==> config.mk <==
export PLATFORM = sky130hd
export DESIGN_NAME = hilo_muldiv_flat
export DESIGN_NICKNAME = d
export VERILOG_FILES = /design/src/rtl/hilo_muldiv_pkg.sv /design/src/rtl/hilo_muldiv_if.sv /design/src/rtl/hilo_muldiv_divu_core.sv /design/src/rtl/hilo_muldiv.sv /design/src/flat_wrapper.sv
export SDC_FILE = /design/constraint.sdc
export NUM_CORES = 2
export LEC_CHECK = 0
export ABC_AREA = 0
export CORE_ASPECT_RATIO = 0.75
export CORE_UTILIZATION = 43
export CTS_CLUSTER_DIAMETER = 150
export DETAILED_ROUTE_END_ITERATION = 8
export PLACE_DENSITY_LB_ADDON = 0.12
export SLEW_MARGIN = 20
export SYNTH_ARGS = -nofsm -noshare
export SYNTH_HDL_FRONTEND = slang
export SYNTH_SLANG_ARGS = --single-unit
==> constraint.sdc <==
create_clock -name clk -period 16.4 [get_ports clk]
set_input_delay 2.46 -clock clk [delete_from_list [all_inputs] [get_ports clk]]
set_output_delay 2.46 -clock clk [all_outputs]
set_load 0.02 [all_outputs]
==> src/rtl/hilo_muldiv_pkg.sv <==
// hilo_muldiv_pkg: shared op codes, FSM state constants and defaults for the HI/LO unit.
package hilo_muldiv_pkg;
   typedef enum logic [2:0] {
      MD_NONE  = 3'd0,
      MD_MULT  = 3'd1,
      MD_MULTU = 3'd2,
      MD_DIV   = 3'd3,
      MD_DIVU  = 3'd4,
      MD_MTHI  = 3'd5,
      MD_MTLO  = 3'd6
   } muldiv_op_t;
   typedef logic [1:0] hilo_state_t;
   localparam hilo_state_t ST_IDLE = 2'd0;
   localparam hilo_state_t ST_MUL  = 2'd1;
   localparam hilo_state_t ST_DIV  = 2'd2;
   localparam int MUL_LAT_DEF = 4;
endpackage

==> src/rtl/hilo_muldiv_if.sv <==
// hilo_muldiv_if: request/result bundle between the execute/decode stages and the HI/LO unit.
interface hilo_muldiv_if;
   import hilo_muldiv_pkg::*;
   logic        req_valid;
   muldiv_op_t  req_op;
   logic [31:0] src_a;
   logic [31:0] src_b;
   logic        hilo_rd;
   logic [31:0] hi_new;
   logic [31:0] lo_new;
   logic        busy;
   logic        stall;
   modport master (output req_valid, req_op, src_a, src_b, hilo_rd,
                   input  hi_new, lo_new, busy, stall);
   modport slave  (input  req_valid, req_op, src_a, src_b, hilo_rd,
                   output hi_new, lo_new, busy, stall);
endinterface

==> src/rtl/hilo_muldiv_divu_core.sv <==
// divu_core: 32-step unsigned radix-2 restoring divider; quot/rem show the result of the current step.
module divu_core (
   input  logic        clk,
   input  logic        resetn,
   input  logic        start,
   input  logic [31:0] dividend,
   input  logic [31:0] divisor,
   output logic        done,
   output logic [31:0] quot,
   output logic [31:0] rem
);
   logic [31:0] q, r, d;
   logic [4:0]  cnt;
   logic        run;
   logic [32:0] rs, diff;
   logic        ge;
   // q shifts dividend bits out MSB-first while quotient bits shift in at the bottom
   assign rs   = {r, q[31]};
   assign diff = rs - {1'b0, d};
   assign ge   = ~diff[32];
   assign rem  = ge ? diff[31:0] : rs[31:0];
   assign quot = {q[30:0], ge};
   assign done = run && cnt == 5'd0;
   always_ff @(posedge clk or negedge resetn)
      if (!resetn) begin
         q <= '0;
         r <= '0;
         d <= '0;
         cnt <= '0;
         run <= 1'b0;
      end else if (start) begin
         q <= dividend;
         r <= '0;
         d <= divisor;
         cnt <= 5'd31;
         run <= 1'b1;
      end else if (run) begin
         q <= quot;
         r <= rem;
         cnt <= cnt - 5'd1;
         if (cnt == 5'd0) run <= 1'b0;
      end
endmodule

==> src/rtl/hilo_muldiv.sv <==
// hilo_muldiv: HI/LO register pair with fixed-latency multiply, iterative divide and MTHI/MTLO.
module hilo_muldiv
   import hilo_muldiv_pkg::*;
#(
   parameter int MUL_LAT = MUL_LAT_DEF
) (
   input logic            clk,
   input logic            resetn,
   hilo_muldiv_if.slave   bus
);
   hilo_state_t state;
   logic [4:0]  cnt;
   logic [31:0] hi, lo, ma, mb, a_mag, b_mag, quot, rem;
   logic        msigned, q_neg, r_neg, accept, is_mul, is_div, sdiv, b_nz, div_done;
   logic [63:0] prod;
   assign accept = state == ST_IDLE && bus.req_valid && bus.req_op != MD_NONE;
   assign is_mul = bus.req_op == MD_MULT || bus.req_op == MD_MULTU;
   assign is_div = bus.req_op == MD_DIV || bus.req_op == MD_DIVU;
   assign sdiv   = bus.req_op == MD_DIV;
   assign b_nz   = bus.src_b != 32'd0;
   // magnitudes stay 32-bit unsigned so |INT_MIN| = 0x80000000 is exact
   assign a_mag  = (sdiv && bus.src_a[31]) ? -bus.src_a : bus.src_a;
   assign b_mag  = (sdiv && bus.src_b[31]) ? -bus.src_b : bus.src_b;
   assign prod   = {{32{msigned & ma[31]}}, ma} * {{32{msigned & mb[31]}}, mb};
   divu_core u_div (
      .clk(clk), .resetn(resetn), .start(accept && is_div),
      .dividend(a_mag), .divisor(b_mag), .done(div_done), .quot(quot), .rem(rem)
   );
   always_ff @(posedge clk or negedge resetn)
      if (!resetn) begin
         state <= ST_IDLE;
         cnt <= '0;
         hi <= '0;
         lo <= '0;
         ma <= '0;
         mb <= '0;
         msigned <= 1'b0;
         q_neg <= 1'b0;
         r_neg <= 1'b0;
      end else if (accept) begin
         if (bus.req_op == MD_MTHI) hi <= bus.src_a;
         if (bus.req_op == MD_MTLO) lo <= bus.src_a;
         if (is_mul) begin
            state <= ST_MUL;
            cnt <= 5'(MUL_LAT - 1);
            ma <= bus.src_a;
            mb <= bus.src_b;
            msigned <= bus.req_op == MD_MULT;
         end
         if (is_div) begin
            state <= ST_DIV;
            q_neg <= sdiv && b_nz && (bus.src_a[31] ^ bus.src_b[31]);
            r_neg <= sdiv && b_nz && bus.src_a[31];
         end
      end else if (state == ST_MUL) begin
         if (cnt == 5'd0) begin
            {hi, lo} <= prod;
            state <= ST_IDLE;
         end else cnt <= cnt - 5'd1;
      end else if (state == ST_DIV && div_done) begin
         lo <= q_neg ? -quot : quot;
         hi <= r_neg ? -rem : rem;
         state <= ST_IDLE;
      end
   assign bus.hi_new = hi;
   assign bus.lo_new = lo;
   assign bus.busy   = state != ST_IDLE;
   assign bus.stall  = bus.busy && (bus.hilo_rd || (bus.req_valid && bus.req_op != MD_NONE));
endmodule
==> src/flat_wrapper.sv <==
// flat-port wrapper written by rule: the top's interface ports become plain ports
module hilo_muldiv_flat import hilo_muldiv_pkg::*;
#(
   parameter int MUL_LAT = MUL_LAT_DEF
)
  (clk, resetn, bus_req_valid, bus_req_op, bus_src_a, bus_src_b, bus_hilo_rd, bus_hi_new, bus_lo_new, bus_busy, bus_stall);
  hilo_muldiv_if bus_i ();
  input logic clk;
  input logic resetn;
  input wire logic [$bits(bus_i.req_valid)-1:0] bus_req_valid;
  input wire logic [$bits(bus_i.req_op)-1:0] bus_req_op;
  input wire logic [$bits(bus_i.src_a)-1:0] bus_src_a;
  input wire logic [$bits(bus_i.src_b)-1:0] bus_src_b;
  input wire logic [$bits(bus_i.hilo_rd)-1:0] bus_hilo_rd;
  output wire logic [$bits(bus_i.hi_new)-1:0] bus_hi_new;
  output wire logic [$bits(bus_i.lo_new)-1:0] bus_lo_new;
  output wire logic [$bits(bus_i.busy)-1:0] bus_busy;
  output wire logic [$bits(bus_i.stall)-1:0] bus_stall;
  assign bus_i.req_valid = bus_req_valid;
  assign bus_i.req_op = bus_req_op;
  assign bus_i.src_a = bus_src_a;
  assign bus_i.src_b = bus_src_b;
  assign bus_i.hilo_rd = bus_hilo_rd;
  assign bus_hi_new = bus_i.hi_new;
  assign bus_lo_new = bus_i.lo_new;
  assign bus_busy = bus_i.busy;
  assign bus_stall = bus_i.stall;
  hilo_muldiv #(.MUL_LAT(MUL_LAT)) u_core (.clk(clk), .resetn(resetn), .bus(bus_i));
endmodule
==> Word-level counts from Yosys, hierarchy flattened <==
Cells that the tools add are included.
{ "word_totals": {"regBits": 240} }
{ "classes": {"add_sub_neg": 7, "n_reduce_logical": 30, "n_eq_ne": 14, "n_mux": 34, "bitwise": 4, "n_mul": 1} }
{ "op_table": {"columns": ["cell", "count"], "rows": [
  ["$mux W32", 19],
  ["$neg A32 Y32", 4],
  ["$mul A33 B33 Y64", 1],
  ["$sub A33 B32 Y33", 1],
  ["$reduce_bool A32 Y1", 1],
  ["$mux W5", 6],
  ["$logic_and A1 B1 Y1", 12],
  ["$mux W2", 6],
  ["$reduce_and A3 Y1", 4],
  ["$logic_not A5 Y1", 2],
  ["$sub A5 B1 Y5 const B", 2],
  ["$eq A3 B3 Y1 const B", 3],
  ["$eq A3 B2 Y1 const B", 2],
  ["$ne A2 B2 Y1 const B", 3],
  ["$reduce_bool A2 Y1", 3],
  ["$reduce_bool A3 Y1", 2],
  ["$reduce_and A2 Y1", 2],
  ["$eq A3 B1 Y1 const B", 1],
  ["$logic_or A1 B1 Y1", 3],
  ["$mux W1", 3],
  ["$ne A3 B2 Y1 const B", 1],
  ["$ne A3 B3 Y1 const B", 1],
  ["$and A1 B1 Y1", 2],
  ["$eq A2 B1 Y1 const B", 1],
  ["other kinds (5)", 5]
]} }

==> Logic depth before layout (Yosys ltp) <==
{ "logic_depth": {"depth_word": 7, "mapped_depth": 32, "depth_no_buf": 29} }

==> By module <==
From an unflattened synthesis, not the netlist that was laid out.
{ "hier_totals": {"hier_cells": 6026, "hier_area_um2": 53601.4} }
{ "modules_own_cells": {"columns": ["mod", "seq_area_each_um2", "area_per_inst_um2", "cells_each", "n_inst"], "rows": [
  ["hilo_muldiv", 3453.3, 46870.0, 5229, 1],
  ["divu_core", 2552.4, 6731.5, 797, 1]
]} }

==> Worst setup path after synthesis <==
Ideal clock, no wire load.
{ "synth_timing": {"path_kind": "flip-flop to flip-flop", "from": "register u_core.ma[31]", "to": "register u_core.hi[29], in the netlist u_core.bus.hi_new[29]", "stages_incl_launch_ff": 31, "setup_slack_ps": 8281, "setup_ps": 90, "arrival_ps": 8029, "path_cell_list": "dfrtp_1 > clkbuf_1 > and2_1 > clkbuf_1 > nand2_1 > inv_1 > fa_1 > inv_1 > fa_1 > inv_1 > fa_1 > fa_1 > inv_1 > fa_1 > inv_1 > fa_1 > inv_1 > fa_1 > fa_1 > inv_1 > ha_1 > clkbuf_1 > a21oi_1 > a21boi_0 > a31oi_1 > a21boi_0 > a211o_1 > a31o_2 > a2111oi_0 > a31oi_1 > o2111ai_1"} }
{ "synth_between": {"elab_chain_len": 5} }
{ "synth_lines": {"columns": ["item", "line", "source"], "rows": [
  ["start: declaration", "hilo_muldiv.sv:13", "logic [31:0] hi, lo, ma, mb, a_mag, b_mag, quot, rem;"],
  ["start signal: assignment", "hilo_muldiv.sv:46", "ma <= bus.src_a;"],
  ["$and A1 B1 Y1", "hilo_muldiv.sv:24", "assign prod = {{32{msigned & ma[31]}}, ma} * {{32{msigned & mb[31]}}, mb};"],
  ["$mul A33 B33 Y64 *", "hilo_muldiv.sv:24", null],
  ["$mux W32 *", "hilo_muldiv.sv:56", "if (cnt == 5'd0) begin"],
  ["$mux W32 *", "hilo_muldiv.sv:55", "end else if (state == ST_MUL) begin"],
  ["$mux W32 *", "hilo_muldiv.sv:40", "end else if (accept) begin"],
  ["end signal: assignment", "hilo_muldiv.sv:41", "if (bus.req_op == MD_MTHI) hi <= bus.src_a;"],
  ["end signal: assignment", "hilo_muldiv.sv:57", "{hi, lo} <= prod;"],
  ["end signal: assignment", "hilo_muldiv.sv:62", "hi <= r_neg ? -rem : rem;"],
  ["end: declaration", "hilo_muldiv.sv:13", null]
]} }
Every way passes the cells marked *; elsewhere a longest branch is shown, timed or not. The select of a mux whose other input is x is not followed.
A chain may end at the register's enable or synchronous reset.

==> Worst setup path after layout <==
{ "layout_timing": {"from": "register u_core.msigned", "to": "register u_core.hi[31], in the netlist u_core.bus.hi_new[31]"} }
{ "layout_between": {"elab_chain_len": 5, "word_cells_on_any_way": 6, "classes_between": "mul: 1; mux: 3; bitwise: 2"} }
{ "layout_lines": {"columns": ["item", "line", "source"], "rows": [
  ["start: declaration", "hilo_muldiv.sv:14", "logic msigned, q_neg, r_neg, accept, is_mul, is_div, sdiv, b_nz, div_done;"],
  ["start signal: assignment", "hilo_muldiv.sv:37", "msigned <= 1'b0;"],
  ["start signal: assignment", "hilo_muldiv.sv:48", "msigned <= bus.req_op == MD_MULT;"],
  ["$and A1 B1 Y1", "hilo_muldiv.sv:24", null],
  ["$mul A33 B33 Y64 *", "hilo_muldiv.sv:24", null],
  ["$mux W32 *", "hilo_muldiv.sv:56", null],
  ["$mux W32 *", "hilo_muldiv.sv:55", null],
  ["$mux W32 *", "hilo_muldiv.sv:40", null]
]} }
Marked as above.

==> results.sh <==
export IMPL_via_per_inst=5.451
export IMPL_skew_ns=0.03508
export IMPL_netlist_instances=6055
export IMPL_rsz0062_at_grt="false"
export IMPL_finalNetCount=7410
export IMPL_wl_per_cell_um=22.81
export IMPL_rr_worst_depth=26
export IMPL_whs_path_depth=2
export IMPL_via_count=41621
export IMPL_nFillCells=12186
export IMPL_drc=0
export IMPL_root_buffer="clkbuf_16"
export IMPL_antenna_left=0
export IMPL_max_slew_margin_pct=27.85
export IMPL_design_die_area_um2=127200
export IMPL_cp_data_required_time_ns=16.90
export IMPL_tightest_slew_ns=1.082
export IMPL_gp_congestion=0.9433
export IMPL_slowest_delay_ns=0.83
export IMPL_postCtsResizedCells=0
export IMPL_cp_num_buf_inv=5
export IMPL_syn2layout_area_growth_pct=6.865
export IMPL_critPathKind="reg2reg"
export IMPL_synth_edf_count=0
export IMPL_io_buffers=136
export IMPL_cp_top_family="adder cells"
export IMPL_clock_sinks=240
export IMPL_fmax_ghz=0.1023
export IMPL_r2r_slack_ns=6.62
export IMPL_fp_row_count=112
export IMPL_worst_setup_path_start_kind="flop"
export IMPL_num_io_pins=137
export IMPL_setup_tns_ns=0
export IMPL_clk_pin_slew_ns=0.07
export IMPL_track_usage_pct=28.07
export IMPL_die_h_um=309.2
export IMPL_antenna_found_initial=5
export IMPL_clock_latency_ns=0.61
export IMPL_ctsHoldBuffers=0
export IMPL_yosys_warnings=0
export IMPL_cts_buffers=26
export IMPL_die_w_um=411.6
export IMPL_postCtsSetupRepairBufs=0
export IMPL_overflow=0
export IMPL_max_cap_violations=0
export IMPL_cts_tree="yes"
export IMPL_cp_slowest_cell="dfrtp_1"
export IMPL_syn_nets=7504
export IMPL_seq_area_frac_synth_pct=11.10
export IMPL_path_max_fanout=22
export IMPL_worstHoldEndpoint="u_core.bus.lo_new[25]$_DFFE_PN0P_"
export IMPL_arrival_ns=10.28
export IMPL_synth_area_um2=54100
export IMPL_min_from="u_core.bus.lo_new[25]$_DFFE_PN0P_"
export IMPL_r2r_start="u_core.msigned$_DFFE_PN0P_"
export IMPL_dpl_hpwl_mm=138.5
export IMPL_end_kind="flop"
export IMPL_outcome="complete, no violations"
export IMPL_finalSetupViolCount=0
export IMPL_syn_avg_cell_area_um2=8.934
export IMPL_layout_commonest_cell="inv_1"
export IMPL_finalHoldViolCount=0
export IMPL_reg2reg_to="u_core.bus.hi_new[31]$_DFFE_PN0P_"
export IMPL_ys_ff_latch=240
export IMPL_drive_gt1_share_pct=4.449
export IMPL_drtPass1Iterations=5
export IMPL_grt_max_degree=100
export IMPL_async_flop_share_pct=100.0
export IMPL_holdCritPathClass="reg2reg"
export IMPL_final_min_clock_period_ns=9.779
export IMPL_core_area_um2=124600
export IMPL_htree_levels=1
export IMPL_drt_wl_total_mm=174.1
export IMPL_grt_first_pass_wirelength_mm=270.7
export IMPL_cpMostUsedCell="fa_1"
export IMPL_synth_flop_cell="dfrtp_1"
export IMPL_drt_iter0_markers=3496
export IMPL_final_cell_mix="inv_1, fa_1, nand2_1"
export IMPL_slew_viol_final=0
export IMPL_grt_pass1_vias=42801
export IMPL_yosysUniqueCellTypes=96
export IMPL_start_util_pct=43.42
export IMPL_cts_path_max_buffers=3
export IMPL_fin_crit_sh_pct=59.63
[registers in the layout (all words and copies together), names as in the netlist]
register	cells
u_core.u_div.q	32
u_core.msigned	1
u_core.u_div.run	1
u_core.state	2
u_core.bus.hi_new	32
u_core.u_div.r	32
u_core.u_div.cnt	5
u_core.r_neg	1
u_core.mb	32
u_core.cnt	5
u_core.ma	32
u_core.u_div.d	32
u_core.bus.lo_new	32
u_core.q_neg	1
[area by class of cell]
cell class / instances / area [um2] / area share (%)
diodes: 3 / 7.507 / 0.01299
clock inverters: 15 / 211.5 / 0.3658
clock buffers: 31 / 689.4 / 1.193
inverters: 1176 / 4414 / 7.636
flip-flops and latches: 240 / 6012 / 10.40
well taps: 1653 / 2068 / 3.578
repair buffers: 228 / 2057 / 3.558
multi-input cells: 4289 / 42350 / 73.26
[through the flow]
stage                     cell area (um2)  instances  worst slack [ns]  hold WS (ns)  utilization (%)
final                               57810       7635             6.621        0.4784            46.40
after global routing                57800       7632             6.147        0.5163            46.40
after CTS                           57800       7632             6.727        0.4853            46.40
after detailed placement            56900       7586             6.754        0.4696            45.67
after global placement              56900       7586             6.932        0.4614            45.67
after floorplan                     54100       6055             8.281        0.4498                -
[how the worst max path moves through the flow]
stage | start | endpoint | cells after the start
3_3_place_gp | u_core.msigned$_DFFE_PN0P_ | u_core.bus.hi_new[30]$_DFFE_PN0P_ | 27
6_report | u_core.msigned$_DFFE_PN0P_ | u_core.bus.hi_new[31]$_DFFE_PN0P_ | 26
3_5_place_dp | u_core.msigned$_DFFE_PN0P_ | u_core.bus.hi_new[31]$_DFFE_PN0P_ | 26
5_1_grt | u_core.msigned$_DFFE_PN0P_ | u_core.bus.hi_new[31]$_DFFE_PN0P_ | 27
2_1_floorplan | u_core.ma[31]$_DFFE_PN0P_ | u_core.bus.hi_new[29]$_DFFE_PN0P_ | 30
4_1_cts | u_core.msigned$_DFFE_PN0P_ | u_core.bus.hi_new[31]$_DFFE_PN0P_ | 26
[synth_stat cells, types with 20 or more instances]
cell / instances / share of area [%]
a21o_1: 47 / 0.65
a31oi_1: 30 / 0.35
a21oi_1: 176 / 1.6
ha_1: 252 / 5.8
nand4_1: 25 / 0.29
mux2_2: 69 / 1.4
nor2_1: 226 / 1.6
nand2_1: 922 / 6.4
a211oi_1: 67 / 0.93
and3_1: 45 / 0.52
xnor2_1: 129 / 2.1
mux2i_1: 64 / 1.2
dfrtp_1: 240 / 11
or2_2: 20 / 0.23
o21ai_0: 210 / 1.9
o31ai_1: 32 / 0.44
fa_1: 1126 / 42
clkbuf_1: 329 / 2.3
a221oi_1: 20 / 0.32
nor4_1: 26 / 0.30
xor2_1: 79 / 1.3
inv_1: 1175 / 8.2
nand3_1: 33 / 0.31
nor3_1: 50 / 0.46
and2_1: 374 / 4.3
[tightest hold or removal path, stage by stage (launching register included)]
cell     delay [ns]
dfrtp_1        0.34
nand2_1        0.04
o21ai_0        0.06
[per-layer routing]
metal | GRT usage, % | vias up | share of wire (%)
met5 | 0 | - | 0
met4 | 5.170 | 0 | 2.4
met3 | 3.860 | 186 | 6.7
met2 | 43.84 | 1333 | 45
met1 | 41.76 | 21704 | 46
li1 | - | 18398 | -
[logic make-up after synthesis]
family,share of synthesized area [%]
xor+xnor,3.368
buf+inv,10.73
compound gates,8.983
fa+ha+maj,47.50
flops,11.10
mux,2.621
simple gates,15.70
Power is not shown: default switching activity piles up to over one toggle a cycle in this logic, so the estimate is an artifact.
